File: src/rtl/tube_pkg.sv
// Shared definitions for the seven-segment scan sequencer: FSM states,
// segment patterns and register layout.
package tube_pkg;

   typedef enum logic [1:0] {
      ST_IDLE  = 2'd0,
      ST_LOAD  = 2'd1,
      ST_BLANK = 2'd2,
      ST_SHOW  = 2'd3
   } state_t;

   // Active-low segment pattern with every segment dark
   localparam logic [6:0] SEG_BLANK = 7'h7F;

   // Active-low hex glyphs, entry n is the glyph for nibble n
   localparam logic [15:0][6:0] SEG_TAB = {
      7'h0E, 7'h06, 7'h21, 7'h46, 7'h03, 7'h08, 7'h10, 7'h00,
      7'h78, 7'h02, 7'h12, 7'h19, 7'h30, 7'h24, 7'h79, 7'h40
   };

   // Register offsets relative to the block base address
   localparam logic [31:0] VALUE_OFS = 32'h0000_0000;
   localparam logic [31:0] CTRL_OFS  = 32'h0000_0004;

   // CTRL bit positions
   localparam int CTRL_EN_BIT    = 0;
   localparam int CTRL_LZ_BIT    = 1;
   localparam int CTRL_FRAME_BIT = 8;

endpackage

File: src/rtl/hex_to_seg7.sv
// Combinational hex nibble to active-low seven-segment glyph decoder.
module hex_to_seg7
   import tube_pkg::*;
(
   input  logic [3:0] nib,
   output logic [6:0] seg
);

   // Table lookup of the glyph for the selected nibble
   always_comb begin
      seg = SEG_TAB[nib];
   end

endmodule

File: src/rtl/tube_scan_ctrl.sv
// Scan sequencer for the 4-digit seven-segment display. Software loads a
// 16-bit value; the block multiplexes the four digits onto digi with a
// blanking gap before each digit and pulses frame_irq per completed frame.
// With scanning disabled, the legacy raw DIGI register drives the display.
module tube_scan_ctrl
   import tube_pkg::*;
#(
   parameter int          DWELL_CYC = 50000,
   parameter int          BLANK_CYC = 16,
   parameter logic [31:0] BASE_ADDR = 32'h4000_0024,
   parameter logic [31:0] DIGI_ADDR = 32'h4000_0014
) (
   input  logic        clk,
   input  logic        rst_n,
   input  logic [31:0] addr,
   input  logic [31:0] wdata,
   input  logic        mem_wr,
   input  logic        mem_rd,
   output logic [31:0] rdata,
   output logic        rd_hit,
   output logic [10:0] digi,
   output logic        frame_irq
);

   // One counter serves both the blank and dwell phases; the dwell is the longer one
   localparam int                CNT_W      = $clog2(DWELL_CYC + 1);
   localparam logic [CNT_W-1:0]  DWELL_LAST = CNT_W'(DWELL_CYC - 1);
   localparam logic [CNT_W-1:0]  BLANK_LAST = CNT_W'(BLANK_CYC - 1);
   localparam logic [31:0]       VALUE_ADDR = BASE_ADDR + VALUE_OFS;
   localparam logic [31:0]       CTRL_ADDR  = BASE_ADDR + CTRL_OFS;

   state_t            state_q;
   logic [CNT_W-1:0]  cnt_q;
   logic [1:0]        idx_q;
   logic [15:0]       value_q;
   logic [15:0]       shadow_q;
   logic              en_q;
   logic              lz_q;
   logic              frame_q;
   logic              irq_q;
   logic [10:0]       raw_q;

   logic              value_hit;
   logic              ctrl_hit;
   logic              digi_hit;
   logic              value_wr;
   logic              ctrl_wr;
   logic              digi_wr;
   logic              ctrl_rd;
   logic              disable_wr;
   logic              blank_end;
   logic              show_end;
   logic              frame_end;
   logic [3:0]        nib_sel;
   logic [6:0]        seg_dec;
   logic              hi_zero;
   logic [3:0]        an_sel;
   logic              unused_wdata;

   assign value_hit  = (addr == VALUE_ADDR);
   assign ctrl_hit   = (addr == CTRL_ADDR);
   assign digi_hit   = (addr == DIGI_ADDR);
   assign value_wr   = mem_wr & value_hit;
   assign ctrl_wr    = mem_wr & ctrl_hit;
   assign digi_wr    = mem_wr & digi_hit;
   assign ctrl_rd    = mem_rd & ctrl_hit;
   assign disable_wr = ctrl_wr & ~wdata[CTRL_EN_BIT];

   assign blank_end  = (state_q == ST_BLANK) && (cnt_q == BLANK_LAST);
   assign show_end   = (state_q == ST_SHOW) && (cnt_q == DWELL_LAST);
   assign frame_end  = show_end && (idx_q == 2'd3);

   assign rd_hit       = value_hit | ctrl_hit | digi_hit;
   assign frame_irq    = irq_q;
   assign unused_wdata = ^wdata[31:16];

   // Select the nibble of the latched value belonging to the current digit
   always_comb begin
      nib_sel = shadow_q[{idx_q, 2'b00} +: 4];
      hi_zero = ((shadow_q >> {idx_q, 2'b00}) == 16'h0000);
      an_sel  = 4'b0001 << idx_q;
   end

   hex_to_seg7 u_dec (
      .nib (nib_sel),
      .seg (seg_dec)
   );

   // Register file, frame flag, interrupt pulse and scan FSM with its counters
   always_ff @(posedge clk) begin
      if (!rst_n) begin
         value_q <= 16'h0000;
         en_q    <= 1'b0;
         lz_q    <= 1'b0;
         raw_q   <= {4'h0, SEG_BLANK};
         frame_q <= 1'b0;
         irq_q   <= 1'b0;
         state_q <= ST_IDLE;
         cnt_q   <= '0;
         idx_q   <= 2'd0;
      end else begin
         if (value_wr) value_q <= wdata[15:0];
         if (ctrl_wr) begin
            en_q <= wdata[CTRL_EN_BIT];
            lz_q <= wdata[CTRL_LZ_BIT];
         end
         if (digi_wr) raw_q <= wdata[10:0];

         // A frame completing in the same cycle as a clearing read keeps FRAME set
         irq_q <= frame_end & ~disable_wr;
         if (frame_end && !disable_wr) frame_q <= 1'b1;
         else if (ctrl_rd)             frame_q <= 1'b0;

         if (disable_wr) begin
            state_q <= ST_IDLE;
            cnt_q   <= '0;
            idx_q   <= 2'd0;
         end else begin
            case (state_q)
               ST_IDLE: begin
                  cnt_q <= '0;
                  idx_q <= 2'd0;
                  if (en_q) state_q <= ST_LOAD;
               end
               ST_LOAD: begin
                  cnt_q   <= '0;
                  idx_q   <= 2'd0;
                  state_q <= ST_BLANK;
               end
               ST_BLANK: begin
                  if (blank_end) begin
                     cnt_q   <= '0;
                     state_q <= ST_SHOW;
                  end else begin
                     cnt_q <= cnt_q + 1'b1;
                  end
               end
               ST_SHOW: begin
                  if (show_end) begin
                     cnt_q <= '0;
                     if (idx_q == 2'd3) begin
                        state_q <= ST_LOAD;
                     end else begin
                        idx_q   <= idx_q + 2'd1;
                        state_q <= ST_BLANK;
                     end
                  end else begin
                     cnt_q <= cnt_q + 1'b1;
                  end
               end
               default: begin
                  state_q <= ST_IDLE;
                  cnt_q   <= '0;
                  idx_q   <= 2'd0;
               end
            endcase
         end
      end
   end

   // Latch the display value once per frame so mid-frame writes cannot tear it
   always_ff @(posedge clk) begin
      if (state_q == ST_LOAD) shadow_q <= value_q;
   end

   // Display mux: raw register when idle, dark during load/blank, glyph when shown
   always_comb begin
      digi = {4'h0, SEG_BLANK};
      case (state_q)
         ST_IDLE:  digi = raw_q;
         ST_LOAD:  digi = {4'h0, SEG_BLANK};
         ST_BLANK: digi = {4'h0, SEG_BLANK};
         ST_SHOW: begin
            if (lz_q && (idx_q != 2'd0) && hi_zero) digi = {4'h0, SEG_BLANK};
            else                                    digi = {an_sel, seg_dec};
         end
         default:  digi = {4'h0, SEG_BLANK};
      endcase
   end

   // Bus read mux; unmapped addresses read as zero
   always_comb begin
      rdata = 32'h0000_0000;
      if (value_hit)     rdata = {16'h0000, value_q};
      else if (ctrl_hit) rdata = {23'h0, frame_q, 6'h00, lz_q, en_q};
      else if (digi_hit) rdata = {21'h0, digi};
   end

endmodule
File: config.mk
export PLATFORM = sky130hd
export DESIGN_NAME = tube_scan_ctrl
export DESIGN_NICKNAME = d
export VERILOG_FILES = /design/src/rtl/tube_pkg.sv /design/src/rtl/hex_to_seg7.sv /design/src/rtl/tube_scan_ctrl.sv
export SDC_FILE = /design/constraint.sdc
export NUM_CORES = 1
export LEC_CHECK = 0
export BUFFER_PORTS_ARGS = -buffer_cell sky130_fd_sc_hd__clkbuf_2
export CAP_MARGIN = 20
export CORE_MARGIN = 1.5
export CORE_UTILIZATION = 50
export CTS_CLUSTER_SIZE = 10
export DETAILED_ROUTE_END_ITERATION = 8
export PLACE_DENSITY = 0.86
export SLEW_MARGIN = 20
export SYNTH_ARGS = -nofsm -noshare
export SYNTH_HDL_FRONTEND = slang
export SYNTH_HIERARCHICAL = 1
export SYNTH_SLANG_ARGS = --single-unit
File: constraint.sdc
create_clock -name clk -period 3.2 [get_ports clk]
set_input_delay 0.48 -clock clk [delete_from_list [all_inputs] [get_ports clk]]
set_output_delay 0.48 -clock clk [all_outputs]
set_load 0.01 [all_outputs]
Word-level counts from Yosys, hierarchy flattened

Memory sizes are Yosys's and may differ from the RTL's.
Cells that the tools add are included.

Shift operators: 3
$add $sub $neg: 2
Reductions and logical operators: 17
Bitwise operators: 11
Equal/unequal tests: 13
Muxes and demuxes: 19
Order comparisons: 1

Operators with widths:

| kind                                                   | number |
|---|---|
| equality test 32 x 31 -> 1 bit (second input constant) | 3 |
| 2-to-1 mux 16 bit                                      | 3 |
| one-hot mux 16 bit (3 select lines)                    | 1 |
| 2-to-1 mux 11 bit                                      | 3 |
| one-hot mux 11 bit (3 select lines)                    | 1 |
| adder 16 x 1 -> 16 bit (second input constant)         | 1 |
| equality test 16 bit (second input constant)           | 1 |
| equality test 16 x 4 -> 1 bit (second input constant)  | 1 |
| zero test 16 bit                                       | 1 |
| indexed part select 16 x 5 -> 4 bit                    | 1 |
| >> shifter 16 x 4 -> 16 bit                            | 1 |
| 2-to-1 mux 2 bit                                       | 6 |
| inequality test 2 bit (second input constant)          | 4 |
| one-hot mux 2 bit (4 select lines)                     | 1 |
| 2-to-1 mux 7 bit                                       | 1 |
| AND 1 bit                                              | 6 |
| equality test 2 bit (second input constant)            | 3 |
| logical AND 1 bit                                      | 6 |
| AND reduction 3 bit                                    | 2 |
| nonzero test 2 bit                                     | 3 |
| OR reduction 2 bit                                     | 3 |
| < comparator 4 x 5 -> 1 bit (second input constant)    | 1 |
| one-hot mux 2 bit (2 select lines)                     | 1 |
| << shifter 1 x 2 -> 4 bit (first input constant)       | 1 |
| other kinds (7)                                        | 11 |

ROM bits: 112
Register bits after elaboration: 67
Output and inout port bits: 45
Memories: 1
Input bits: 68
Word-level logic and storage cells: 77

Memory list:

| name             | words | bits a word | rd ports | clocked after Yosys merged registers in | write ports | RTL line          | RTL |
|---|---|---|---|---|---|---|---|
| (name not given) | 16    | 7           | 1        | 0                                       | 0           | hex_to_seg7.sv:11 | `seg = SEG_TAB[nib];` |

Logic depth before layout (Yosys ltp)

Depth after elaboration: 8
Gate-level depth with buffers: 10

Modules after synthesis

Netlist, hierarchy kept.

Modules (own cells, without submodules):

| module         | area each (um^2) | instances | cells each | sequential area each (um^2) |
|---|---|---|---|---|
| tube_scan_ctrl | 3468.3           | 1         | 386        | 1501.4 |
| hex_to_seg7    | 275.3            | 1         | 32         | 0.0 |

Worst setup path after synthesis

OpenSTA, ideal clock, no wires.

Path type: reg2out
From: reg idx_q[0]
To: out rdata[0]
Cell stages (with the launch flop): 11
Buffers on the path: 1
Setup slack: 0.291 ns
Data required time: 2.720 ns
Data arrival time: 2.429 ns
Cell sequence: dfxtp_1 -> buf_6 -> mux4_2 -> inv_1 -> ha_1 -> and2b_2 -> or3b_1 -> o21ai_0 -> o21a_1 -> o21ai_0 -> a21oi_1

Longest elaborated chain between the ends: 8
Elaborated cells between the ends (all ways): 13
Those cells by class: shift: 2; mux: 6; reduce/logical: 4; memory: 1

RTL lines:

| what                                   | RTL line              | RTL |
|---|---|---|
| start: declaration                     | tube_scan_ctrl.sv:34  | `logic [1:0] idx_q;` |
| start signal: assignment               | tube_scan_ctrl.sv:144 | `idx_q <= idx_q + 2'd1;` |
| indexed part select 16 x 5 -> 4 bit    | tube_scan_ctrl.sv:79  | `nib_sel = shadow_q[{idx_q, 2'b00} +: 4];` |
| net nib_sel[1]                         | tube_scan_ctrl.sv:54  | `logic [3:0] nib_sel;` |
| memory read (16 x 7 bit)               | -                     |  |
| 2-to-1 mux 7 bit (implied by the code) | hex_to_seg7.sv:11     |  |
| net seg_dec[0]                         | tube_scan_ctrl.sv:55  | `logic [6:0] seg_dec;` |
| 2-to-1 mux 11 bit                      | tube_scan_ctrl.sv:174 | `if (lz_q && (idx_q != 2'd0) && hi_zero) digi = {4'h0, SEG_BLANK};` |
| one-hot mux 11 bit (3 select lines)    | tube_scan_ctrl.sv:169 | `case (state_q)` |
| 2-to-1 mux 11 bit                      | tube_scan_ctrl.sv:186 | `else if (digi_hit) rdata = {21'h0, digi};` |
| 2-to-1 mux 11 bit                      | tube_scan_ctrl.sv:185 | `else if (ctrl_hit) rdata = {23'h0, frame_q, 6'h00, lz_q, en_q};` |
| 2-to-1 mux 16 bit                      | tube_scan_ctrl.sv:184 | `if (value_hit) rdata = {16'h0000, value_q};` |
| end: declaration                       | tube_scan_ctrl.sv:19  | `output logic [31:0] rdata,` |

The timed path passes the listed nets, and every way through them passes these cells. The select of a mux whose other input is x is not followed.

Worst setup path after layout

From: reg shadow_q[5]
To: out rdata[0]

Longest elaborated chain between the ends: 8
Elaborated cells between the ends (all ways): 11
Those cells by class: shift: 2; mux: 6; reduce/logical: 2; memory: 1

RTL lines:

| what                                   | RTL line              | RTL |
|---|---|---|
| start: declaration                     | tube_scan_ctrl.sv:36  | `logic [15:0] shadow_q;` |
| start signal: assignment               | tube_scan_ctrl.sv:163 | `if (state_q == ST_LOAD) shadow_q <= value_q;` |
| indexed part select 16 x 5 -> 4 bit    | tube_scan_ctrl.sv:79  |  |
| net nib_sel[1]                         | tube_scan_ctrl.sv:54  |  |
| memory read (16 x 7 bit)               | -                     |  |
| 2-to-1 mux 7 bit (implied by the code) | hex_to_seg7.sv:11     |  |
| net seg_dec[0]                         | tube_scan_ctrl.sv:55  |  |
| 2-to-1 mux 11 bit                      | tube_scan_ctrl.sv:174 |  |
| one-hot mux 11 bit (3 select lines)    | tube_scan_ctrl.sv:169 |  |
| 2-to-1 mux 11 bit                      | tube_scan_ctrl.sv:186 |  |
| 2-to-1 mux 11 bit                      | tube_scan_ctrl.sv:185 |  |
| 2-to-1 mux 16 bit                      | tube_scan_ctrl.sv:184 |  |

The timed path passes the listed nets, and every way through them passes these cells. The select of a mux whose other input is x is not followed.

==> flow_summary.json <==
{
  "status": "finished with violations",
  "violations": "setup timing",
  "die_y_um": 89.5,
  "grt_usage": 0.245,
  "chipWidth_um": 89.5,
  "grt_overflow_total": 0,
  "synth_edf_count": 16,
  "regArea_sq_mm": 0.00151,
  "critPathMaxStageDelay_ps": 520,
  "clockBufferDepth": 2,
  "cp_top_family": "multiplexers",
  "worstMarginPinSlew_ps": 748,
  "layout-drive-gt1-share": 0.282,
  "synth-main-ff-cell": "dfxtp_1",
  "tns_ps": -33.4,
  "final_common_cell": "clkbuf_2",
  "max-vdd-ir-drop_mv": 0.262,
  "path_clk_slew_ps": 80,
  "crit_chain": "mux4_2, inv_4, buf_6, ha_1, nor2_1, or3b_1, o21ai_1, o21a_1, o21ai_0, a21oi_1, buf_2",
  "grt_pass1_vias": 3162,
  "nFillCells": 593,
  "async_flop_share": 0,
  "relSlewSlack": 0.502,
  "synth_seq_area_share": 0.401,
  "wl_per_cell_um": 15.6,
  "crit_cells": 11,
  "start_util": 0.516,
  "via_per_inst": 5.59,
  "fmax_ghz": 0.310,
  "reg2regPathDepth": 7,
  "die_area_sq_mm": 0.00802,
  "drt-initial-drc-count": 193,
  "rsz0062_at_grt": "yes",
  "slew_viol_final": 0,
  "hpwlAfterDp_um": 6590,
  "antenna_found_initial": 0,
  "worst_slack_ps": -26.7,
  "syn_inst": 418,
  "place_ws_ps": 13.8,
  "fp-row-count": 31,
  "yosys_warnings": 6,
  "vias": 3430,
  "cpMaxStageDelayCell": "mux4_2",
  "root_buffer": "clkbuf_8",
  "multi_input_area_sq_mm": 0.00210,
  "critPathMaxFanout": 3,
  "syn_to_final_growth_pct": 22.2,
  "layout_common_cells": "clkbuf_2 (73), nand2_1 (67), dfxtp_1 (49), nand3_1 (37), nor2_1 (29)",
  "post-place-cells": 583,
  "leakagePower_uw": 0.00184,
  "avgSynthCellArea_sq_um": 8.96,
  "syn-cell-area_sq_mm": 0.00374,
  "ant_nets": 0,
  "coreArea_sq_mm": 0.00725,
  "crit_path_end_kind": "output port",
  "ys_types": 55,
  "skew_ps": 11.0,
  "antennaDiodeCount": 0,
  "fin_nets": 594,
  "clock-sinks": 67,
  "cts_max_level": 3,
  "boundaryPins": 113,
  "path_buf_inv": 3,
  "drc": 0,
  "min_period_over_period": 1.01,
  "whs_path_depth": 3,
  "tritoncts": "built",
  "clock_latency_ps": 340,
  "setup_viol": 2,
  "synth_seq_cells": 67,
  "numPortBuffers": 80,
  "hp-class": "input port to flop",
  "critPathKind": "flop to output port",
  "cp_data_arrival_time_ps": 2750,
  "dr.pass1.iters": 7,
  "reg2reg_setup_slack_ps": 880,
  "required_ps": 2720,
  "p_per_area_mw_per_mm2": 444,
  "maxCapViolCount": 0,
  "stdcell_count": 614,
  "grt_max_degree": 35,
  "period_needed_ps": 3230,
  "cts-buffers-inserted": 9,
  "wl_um": 9570,
  "place_congestion": 0.929,
  "critPathLaunchType": "flop",
  "hold_violations": 0,
  "grt_pass1_wl_um": 14800
}
==> through the flow <==
stage | hold slack, ps | total power, uW | utilization | area, sq um
3_5_place_dp | 440 | 1270 | 0.579 | 4200
2_1_floorplan | 418 | 1170 | - | 3800
4_1_cts | 358 | 2000 | 0.618 | 4490
6_report | 376 | 2030 | 0.630 | 4570
5_1_grt | 372 | 2110 | 0.630 | 4570
3_3_place_gp | 429 | 1250 | 0.579 | 4200
==> kinds of logic (layout without fill, tap and decap cells) <==
logic type                 count (synthesis)  after routing  synth area share
buffers and inverters                     46            128            0.0672
xor gates and xnor gates                  13             13            0.0304
muxes                                     10             10            0.0468
and+or+nand+nor                          193            193             0.256
other                                      1             16           0.00100
DFF                                       67             67             0.401
adders and majority gates                 16             16            0.0535
AOI/OAI and AO/OA                         72             72             0.144
==> cell type report <==
| cell class | count | area share |
|---|---|---|
| clock buffers | 10 | 0.0301 |
| clock inverters | 6 | 0.0140 |
| well taps | 99 | 0.0271 |
| inverters | 10 | 0.00876 |
| flip-flops and latches | 67 | 0.329 |
| multi-input cells | 320 | 0.459 |
| repair buffers | 102 | 0.132 |
==> path summary, 6_finish.rpt <==
kind               startpoint          end
hold reg to reg      cnt_q[0]     cnt_q[0]
setup / recovery  shadow_q[5]     rdata[0]
setup reg to reg     cnt_q[0]   state_q[0]
hold / removal      wdata[11]  value_q[11]
==> worst min-delay path, stage by stage <==
cell and delay [ps]:
clkbuf_2 80, nand2_1 40, a21boi_0 70
==> routing by layer <==
metal,up-vias,global-route usage,share of wire
met2,123,0.456,0.53
met1,1649,0.270,0.39
met3,25,0.0637,0.057
met4,0,0.0839,0.022
met5,-,0,0
li1,1633,-,-
==> synth_stat cells (2+ instances only) <==
cell type,count,area (sq um)
nand2b_1,4,25.0
dfxtp_1,51,1020
a32o_1,2,20.0
and3_1,4,25.0
buf_6,2,22.5
mux2i_1,4,40.0
nor4_2,2,25.0
a21boi_0,19,143
inv_1,10,37.5
ha_1,16,200
o21a_1,3,22.5
a22oi_1,2,15.0
or2_2,3,18.8
buf_4,16,120
and2_1,7,43.8
a21oi_1,6,30.0
nor2_1,30,113
o21ai_0,12,60.1
edfxtp_1,16,480
clkbuf_1,15,56.3
a21boi_1,3,22.5
xor2_1,8,70.1
nor3_1,5,25.0
nand2_1,67,251
nand3_1,37,185
or3_1,3,18.8
nor4_1,10,62.6
mux4_2,2,45.0
nor2b_1,9,56.3
xnor2_1,5,43.8
nand4_1,3,18.8
o41ai_1,2,17.5
a22o_1,10,87.6
o211ai_1,2,15.0
buf_2,3,15.0
mux4_1,3,78.8
a31oi_1,4,25.0
==> state kept, by name (all words and copies together) (netlist names) <==
register / count
idx_q: 2
frame_q: 1
lz_q: 1
value_q: 16
cnt_q: 16
en_q: 1
shadow_q: 16
state_q: 2
raw_q: 11
frame_irq: 1
==> where the power goes <==
part / total (uW) / internal [uW] / switching [uW] / leakage [uW]
Combinational: 385 / 173 / 212 / 0.00119
Clock: 710 / 381 / 329 / 0.000100
Sequential: 936 / 909 / 26.7 / 0.000558
Total: 2030 / 1460 / 568 / 0.00184
==> what timing repair did <==
| action | 4_1_cts | 5_1_grt |
|---|---|---|
| hold endpoints to repair | 0 | 0 |
| gates cloned | 0 | 0 |
| resized for setup | 9 | 23 |
| endpoints found under the setup margin | 16 | 20 |
| hold buffers | 0 | 0 |
| buffers inserted | 10 | 5 |
| pin swaps | 6 | 13 |
Note: power is estimated with default switching activity, not from simulation.
